[src/rtl/fetch_unit.sv]
// rtl/fetch_unit.sv - multicycle one/two-word instruction fetch unit with PC redirect
module fetch_unit #(
  parameter int unsigned          DATA_W   = 8,
  parameter int unsigned          ADDR_W   = 13,
  parameter logic [ADDR_W-1:0]    RESET_PC = '0
) (
  input  logic              clk,
  input  logic              rst,
  output logic              mem_req,
  output logic [ADDR_W-1:0] mem_addr,
  input  logic              mem_ack,
  input  logic [DATA_W-1:0] mem_rdata,
  output logic              inst_valid,
  input  logic              inst_ready,
  output logic [DATA_W-1:0] inst_word,
  output logic              inst_long,
  output logic [ADDR_W-1:0] inst_target,
  output logic [ADDR_W-1:0] inst_pc,
  input  logic              redirect_en,
  input  logic [ADDR_W-1:0] redirect_pc
);

  localparam int unsigned K = ADDR_W - DATA_W;

  typedef enum logic [1:0] {
    S_IDLE,
    S_FETCH1,
    S_FETCH2,
    S_HOLD
  } state_t;

  state_t              r_state;
  state_t              w_state_nxt;
  logic [ADDR_W-1:0]   r_pc;
  logic [DATA_W-1:0]   r_inst_word;
  logic                r_inst_long;
  logic [ADDR_W-1:0]   r_inst_target;
  logic [ADDR_W-1:0]   r_inst_pc;
  logic                w_ack1;
  logic                w_ack2;

  // A redirect swallows any ack arriving in the same cycle.
  assign w_ack1 = (r_state == S_FETCH1) && mem_ack && !redirect_en;
  assign w_ack2 = (r_state == S_FETCH2) && mem_ack && !redirect_en;

  always_ff @(posedge clk or posedge rst) begin
    if (rst) begin
      r_state <= S_IDLE;
    end else begin
      r_state <= w_state_nxt;
    end
  end

  always_comb begin
    w_state_nxt = r_state;
    if (redirect_en) begin
      w_state_nxt = S_FETCH1;
    end else begin
      case (r_state)
        S_IDLE:   w_state_nxt = S_FETCH1;
        S_FETCH1: if (mem_ack) w_state_nxt = mem_rdata[DATA_W-1] ? S_HOLD : S_FETCH2;
        S_FETCH2: if (mem_ack) w_state_nxt = S_HOLD;
        S_HOLD:   if (inst_ready) w_state_nxt = S_FETCH1;
        default:  w_state_nxt = S_IDLE;
      endcase
    end
  end

  always_ff @(posedge clk or posedge rst) begin
    if (rst) begin
      r_pc          <= RESET_PC;
      r_inst_word   <= '0;
      r_inst_long   <= 1'b0;
      r_inst_target <= '0;
      r_inst_pc     <= '0;
    end else begin
      if (redirect_en) begin
        r_pc <= redirect_pc;
      end else if (w_ack1 || w_ack2) begin
        r_pc <= r_pc + 1'b1;
      end
      if (w_ack1) begin
        r_inst_word <= mem_rdata;
        r_inst_pc   <= r_pc;
        r_inst_long <= !mem_rdata[DATA_W-1];
        if (mem_rdata[DATA_W-1]) begin
          r_inst_target <= '0;
        end
      end
      // Second word supplies the high bits; first-word low K bits fill the bottom.
      if (w_ack2) begin
        r_inst_target <= {mem_rdata, r_inst_word[K-1:0]};
      end
    end
  end

  assign mem_req     = (r_state == S_FETCH1) || (r_state == S_FETCH2);
  assign mem_addr    = r_pc;
  assign inst_valid  = (r_state == S_HOLD);
  assign inst_word   = r_inst_word;
  assign inst_long   = r_inst_long;
  assign inst_target = r_inst_target;
  assign inst_pc     = r_inst_pc;

endmodule

[config.mk]
export PLATFORM = sky130hd
export DESIGN_NAME = fetch_unit
export DESIGN_NICKNAME = d
export VERILOG_FILES = /design/src/rtl/fetch_unit.sv
export SDC_FILE = /design/constraint.sdc
export NUM_CORES = 1
export LEC_CHECK = 0
export BUFFER_PORTS_ARGS = -buffer_cell sky130_fd_sc_hd__buf_2
export CAP_MARGIN = 20
export CORE_ASPECT_RATIO = 1.4
export CORE_MARGIN = 3
export CORE_UTILIZATION = 45
export CTS_BUF_LIST = sky130_fd_sc_hd__clkbuf_8
export CTS_CLUSTER_SIZE = 12
export DETAILED_ROUTE_END_ITERATION = 6
export GPL_ROUTABILITY_DRIVEN = 0
export HOLD_SLACK_MARGIN = 0.03
export MAX_ROUTING_LAYER = met4
export PLACE_DENSITY = 0.73
export SLEW_MARGIN = 20
export SYNTH_ARGS = -nofsm -noshare
export SYNTH_HDL_FRONTEND = slang
export SYNTH_SLANG_ARGS = --single-unit
export TNS_END_PERCENT = 5
[constraint.sdc]
create_clock -name clk -period 2.6 [get_ports clk]
set_clock_uncertainty 0.05 [all_clocks]
set_input_delay 0.78 -clock clk [delete_from_list [all_inputs] [get_ports clk]]
set_output_delay 0.78 -clock clk [all_outputs]
set_load 0.05 [all_outputs]
## Word-level counts from Yosys, hierarchy flattened

Cells that the tools add are included.

- Mux-type cells: 11
- $add $sub $neg: 1
- Equality and inequality tests: 6
- Reductions and logical operators: 14

Operators with widths:

| cell | number |
|---|---|
| two-way mux 13 bit | 5 |
| adder 13 x 1 -> 13 bit (second input constant) | 1 |
| two-way mux 2 bit | 4 |
| case mux 2 bit (4 select lines) | 1 |
| inequality test 3 bit (second input constant) | 2 |
| nonzero test 2 bit | 3 |
| == test 2 bit (second input constant) | 2 |
| logical AND 1 bit | 4 |
| inequality test 3 x 1 -> 1 bit (second input constant) | 1 |
| AND reduction 3 bit | 1 |
| == test 2 x 1 -> 1 bit (second input constant) | 1 |
| zero test 1 bit | 2 |
| zero test 2 bit | 1 |
| logical OR 1 bit | 2 |
| AND reduction 2 bit | 1 |
| two-way mux 1 bit | 1 |

- Logic and storage cells: 38
- Bits of input ports: 26
- Output and inout bits: 50
- Bits in registers: 50

## Longest topological paths before layout

- Depth in word-level cells: 6
- Gate-level depth with buffers: 7

## Least setup slack after synthesis

No wires, ideal clock.

- Kind: register -> output
- Start point: register r_state[0]
- End point: output port mem_req
- Cell stages (with the launch flop): 4
- Path slack: 712 ps
- Path buffers: 0
- Data required time: 1770 ps
- Arrival: 1058 ps
- Cell sequence: dfrtp_1 inv_1 ha_1 inv_1

- Longest elaborated chain between the ends: 2

Ends and longest elaborated chain:

| what | line | text |
|---|---|---|
| from (decl) | 32 | `state_t r_state;` |
| from (signal assigned) | 50 | `r_state <= w_state_nxt;` |
| == test 2 x 1 -> 1 bit / == test 2 bit (equally long branches) | 97 | `assign mem_req = (r_state == S_FETCH1) \|\| (r_state == S_FETCH2);` |
| logical OR 1 bit (*) | 97 |  |
| to (decl) | 9 | `output logic mem_req,` |

Mark *: on every way between the ends. The rest lies on a longest branch, timed or not.

## Worst setup path after layout

Ends and elaborated chain as after synthesis.

==> results_dict.tcl <==
set metrics [dict create \
    run_status "finished clean" \
    rsz0062_at_grt "false" \
    cts_buffers 5 \
    seq_area_frac_synth_pct 56.40 \
    cts-root-buf "clkbuf_8" \
    hpwl_um 3460 \
    fp.coreArea_sq_mm 0.004644 \
    leakagePower_nw 1.390 \
    clkTransAtPathRegs_ns 0.08 \
    drtAntennaViolNets 0 \
    route.detailed.drc 0 \
    slew_headroom_pct 64.04 \
    critical_path_arrival_ns 1.44 \
    setup.worst_path.class "register to primary output" \
    fin_crit_ns 2.268 \
    cts_tree "yes" \
    power.share.combinational_pct 53.1 \
    setup_tns_ns 0 \
    maxSlewViolCount 0 \
    grt_start_max_net_pins 28 \
    rows 29 \
    layout-drive-gt1-share_pct 43.08 \
    start_util_pct 47.76 \
    clock_path_buffers 2 \
    vias 1635 \
    die_y_um 89.08 \
    cp-start-kind "register" \
    syn_inst 183 \
    hold_class "input port to async pin" \
    viasPerCell 5.078 \
    swShare_pct 50.64 \
    grt_antenna_before_repair 0 \
    io_pins 76 \
    wirelength_um 4612 \
    postCtsSetupBuffers 0 \
    hold_ws_ns 0.4473 \
    synthesis.area_sq_mm 0.002218 \
    grt_usage_pct 17.69 \
    placed_cell_area_sq_mm 0.002651 \
    drt-pass1-iter-count 4 \
    ys.flop_type "dfrtp_1" \
    critical_path.max_fanout 5 \
    clk_latency_ns 0.29 \
    setup_viol 0 \
    worstPathRequired_ns 1.77 \
    die_x_um 65.34 \
    drtIter0Drc 66 \
    worst_slew_pin_slew_ns 0.5375 \
    hold_violations 0 \
    synth_warnings 0 \
    syn_area_per_cell_sq_um 12.12 \
    cts_resized 0 \
    async_flop_share_pct 100.0 \
    synth_cell_types 32 \
    max_cap_viol_count 0 \
    cts-htree-levels 2 \
    finalPower_mw 3.809 \
    end_kind "primary output" \
    p_clk_share_pct 13.4 \
    grt_pass1_vias 1631 \
    seq_power_share_pct 33.5 \
    cts.sinks 50 \
    switching_power_mw 1.929 \
    overflow 0 \
    synth.net_count 214 \
    most-common-layout-cells "75 x buf_2, 50 x dfrtp_1, 22 x nand2_1" \
    peakVddDrop_v 0.0005084 \
    n_antenna_cell 0 \
    layout_commonest_cell "buf_2" \
    design_area_sq_mm 0.002758 \
    max_freq_mhz 441.0 \
    period_share_pct 87.22 \
    io_buffer_count 75 \
    powerDensity_mw_per_mm2 1381 \
    area_growth_pct 24.31 \
    ys_ff_latch 50 \
    internal_power_mw 1.880 \
    finalNetCount 290 \
    grt_pass1_wl_um 7672 \
    ctsHoldBuffers 0 \
    die-area_sq_mm 0.005820 \
    wl_per_cell_um 14.32 \
    synth_edf_count 0 \
]
==> final cells by class <==
class | count | area [sq um]
clock buffer | 5 | 68.82
clock inverter | 3 | 37.54
fill | 440 | 1887
inverter | 8 | 30.03
multi-input combinational | 116 | 894.6
sequential | 50 | 1251
tap | 62 | 77.57
timing repair buffer | 78 | 397.9
==> power groups by stage <==
stage          Clock (mW)  Combinational [mW]  Sequential (mW)
2_1_floorplan           0               0.585             2.28
3_3_place_gp            0                2.01             1.28
3_5_place_dp            0                2.04             1.29
4_1_cts             0.535                2.04             1.28
5_1_grt             0.555                2.14             1.32
6_report            0.512                2.02             1.27
==> synthesized netlist by cell type, drive strengths merged, types with 3 or more instances <==
cell type / number / area (sq um)
clkbuf: 3 / 12.51
nand3: 3 / 15.01
buf: 6 / 30.03
mux2: 20 / 225.2
nor2: 7 / 26.28
nand2: 23 / 88.84
xnor2: 5 / 43.79
a22o: 12 / 105.1
nand4: 4 / 40.04
dfrtp: 50 / 1251
xor2: 6 / 52.55
o21ai: 14 / 70.06
inv: 8 / 30.03
ha: 5 / 62.56
==> critical path, cell delays in order, from the launching register on <==
cell	delay [ns]
dfrtp_1	0.44
inv_1	0.06
ha_1	0.30
inv_1	0.08
buf_2	0.26
==> per-stage QoR <==
| stage | cells | utilization (%) | setup slack (ns) |
|---|---|---|---|
| floorplan | 183 | - | 0.5688 |
| global placement | 314 | 57.09 | 0.5564 |
| detailed placement | 314 | 57.09 | 0.5318 |
| CTS | 322 | 59.38 | 0.3148 |
| global route | 322 | 59.38 | 0.2429 |
| finish | 322 | 59.38 | 0.3324 |
==> state kept, by name, summed over array words and instances (netlist names) <==
register	count
inst_long	1
mem_addr	13
inst_word	8
r_state	2
inst_pc	13
inst_target	13
==> per-layer routing <==
| metal | vias to the layer above | wire, um | share of wire, % | global-route usage [%] |
|---|---|---|---|---|
| met1 | 783 | 1913 | 41 | 20.51 |
| met3 | 6 | 248 | 5.4 | 3.145 |
| met4 | 0 | 75 | 1.6 | 6.981 |
| met2 | 55 | 2374 | 51 | 30.41 |
| met5 | - | 0 | 0 | - |
| li1 | 791 | - | - | - |
==> path summary, 6_finish.rpt <==
path | start | to | cells after the start | slack, ns
min in group clk | inst_target[11] | inst_target[11] | 1 | 0.45
worst max register to register | r_state[0] | mem_addr[9] | 6 | 0.67
worst min register to register | inst_target[11] | inst_target[11] | 1 | 0.45
max in group asynchronous | rst | inst_pc[3] | 3 | 1.47
worst max-delay path | r_state[0] | mem_req | 4 | 0.33
worst min-delay path | rst | inst_pc[6] | 2 | 0.45
==> kinds of logic after synthesis <==
kind of cell / synth area share [%]
muxes: 10.60
and+or+nand+nor: 10.72
buffers and inverters: 3.271
DFF: 56.40
xor gates and xnor gates: 4.343
adders and majority gates: 2.820
AOI/OAI and AO/OA: 11.84
Power figures use the tool's default switching activity.
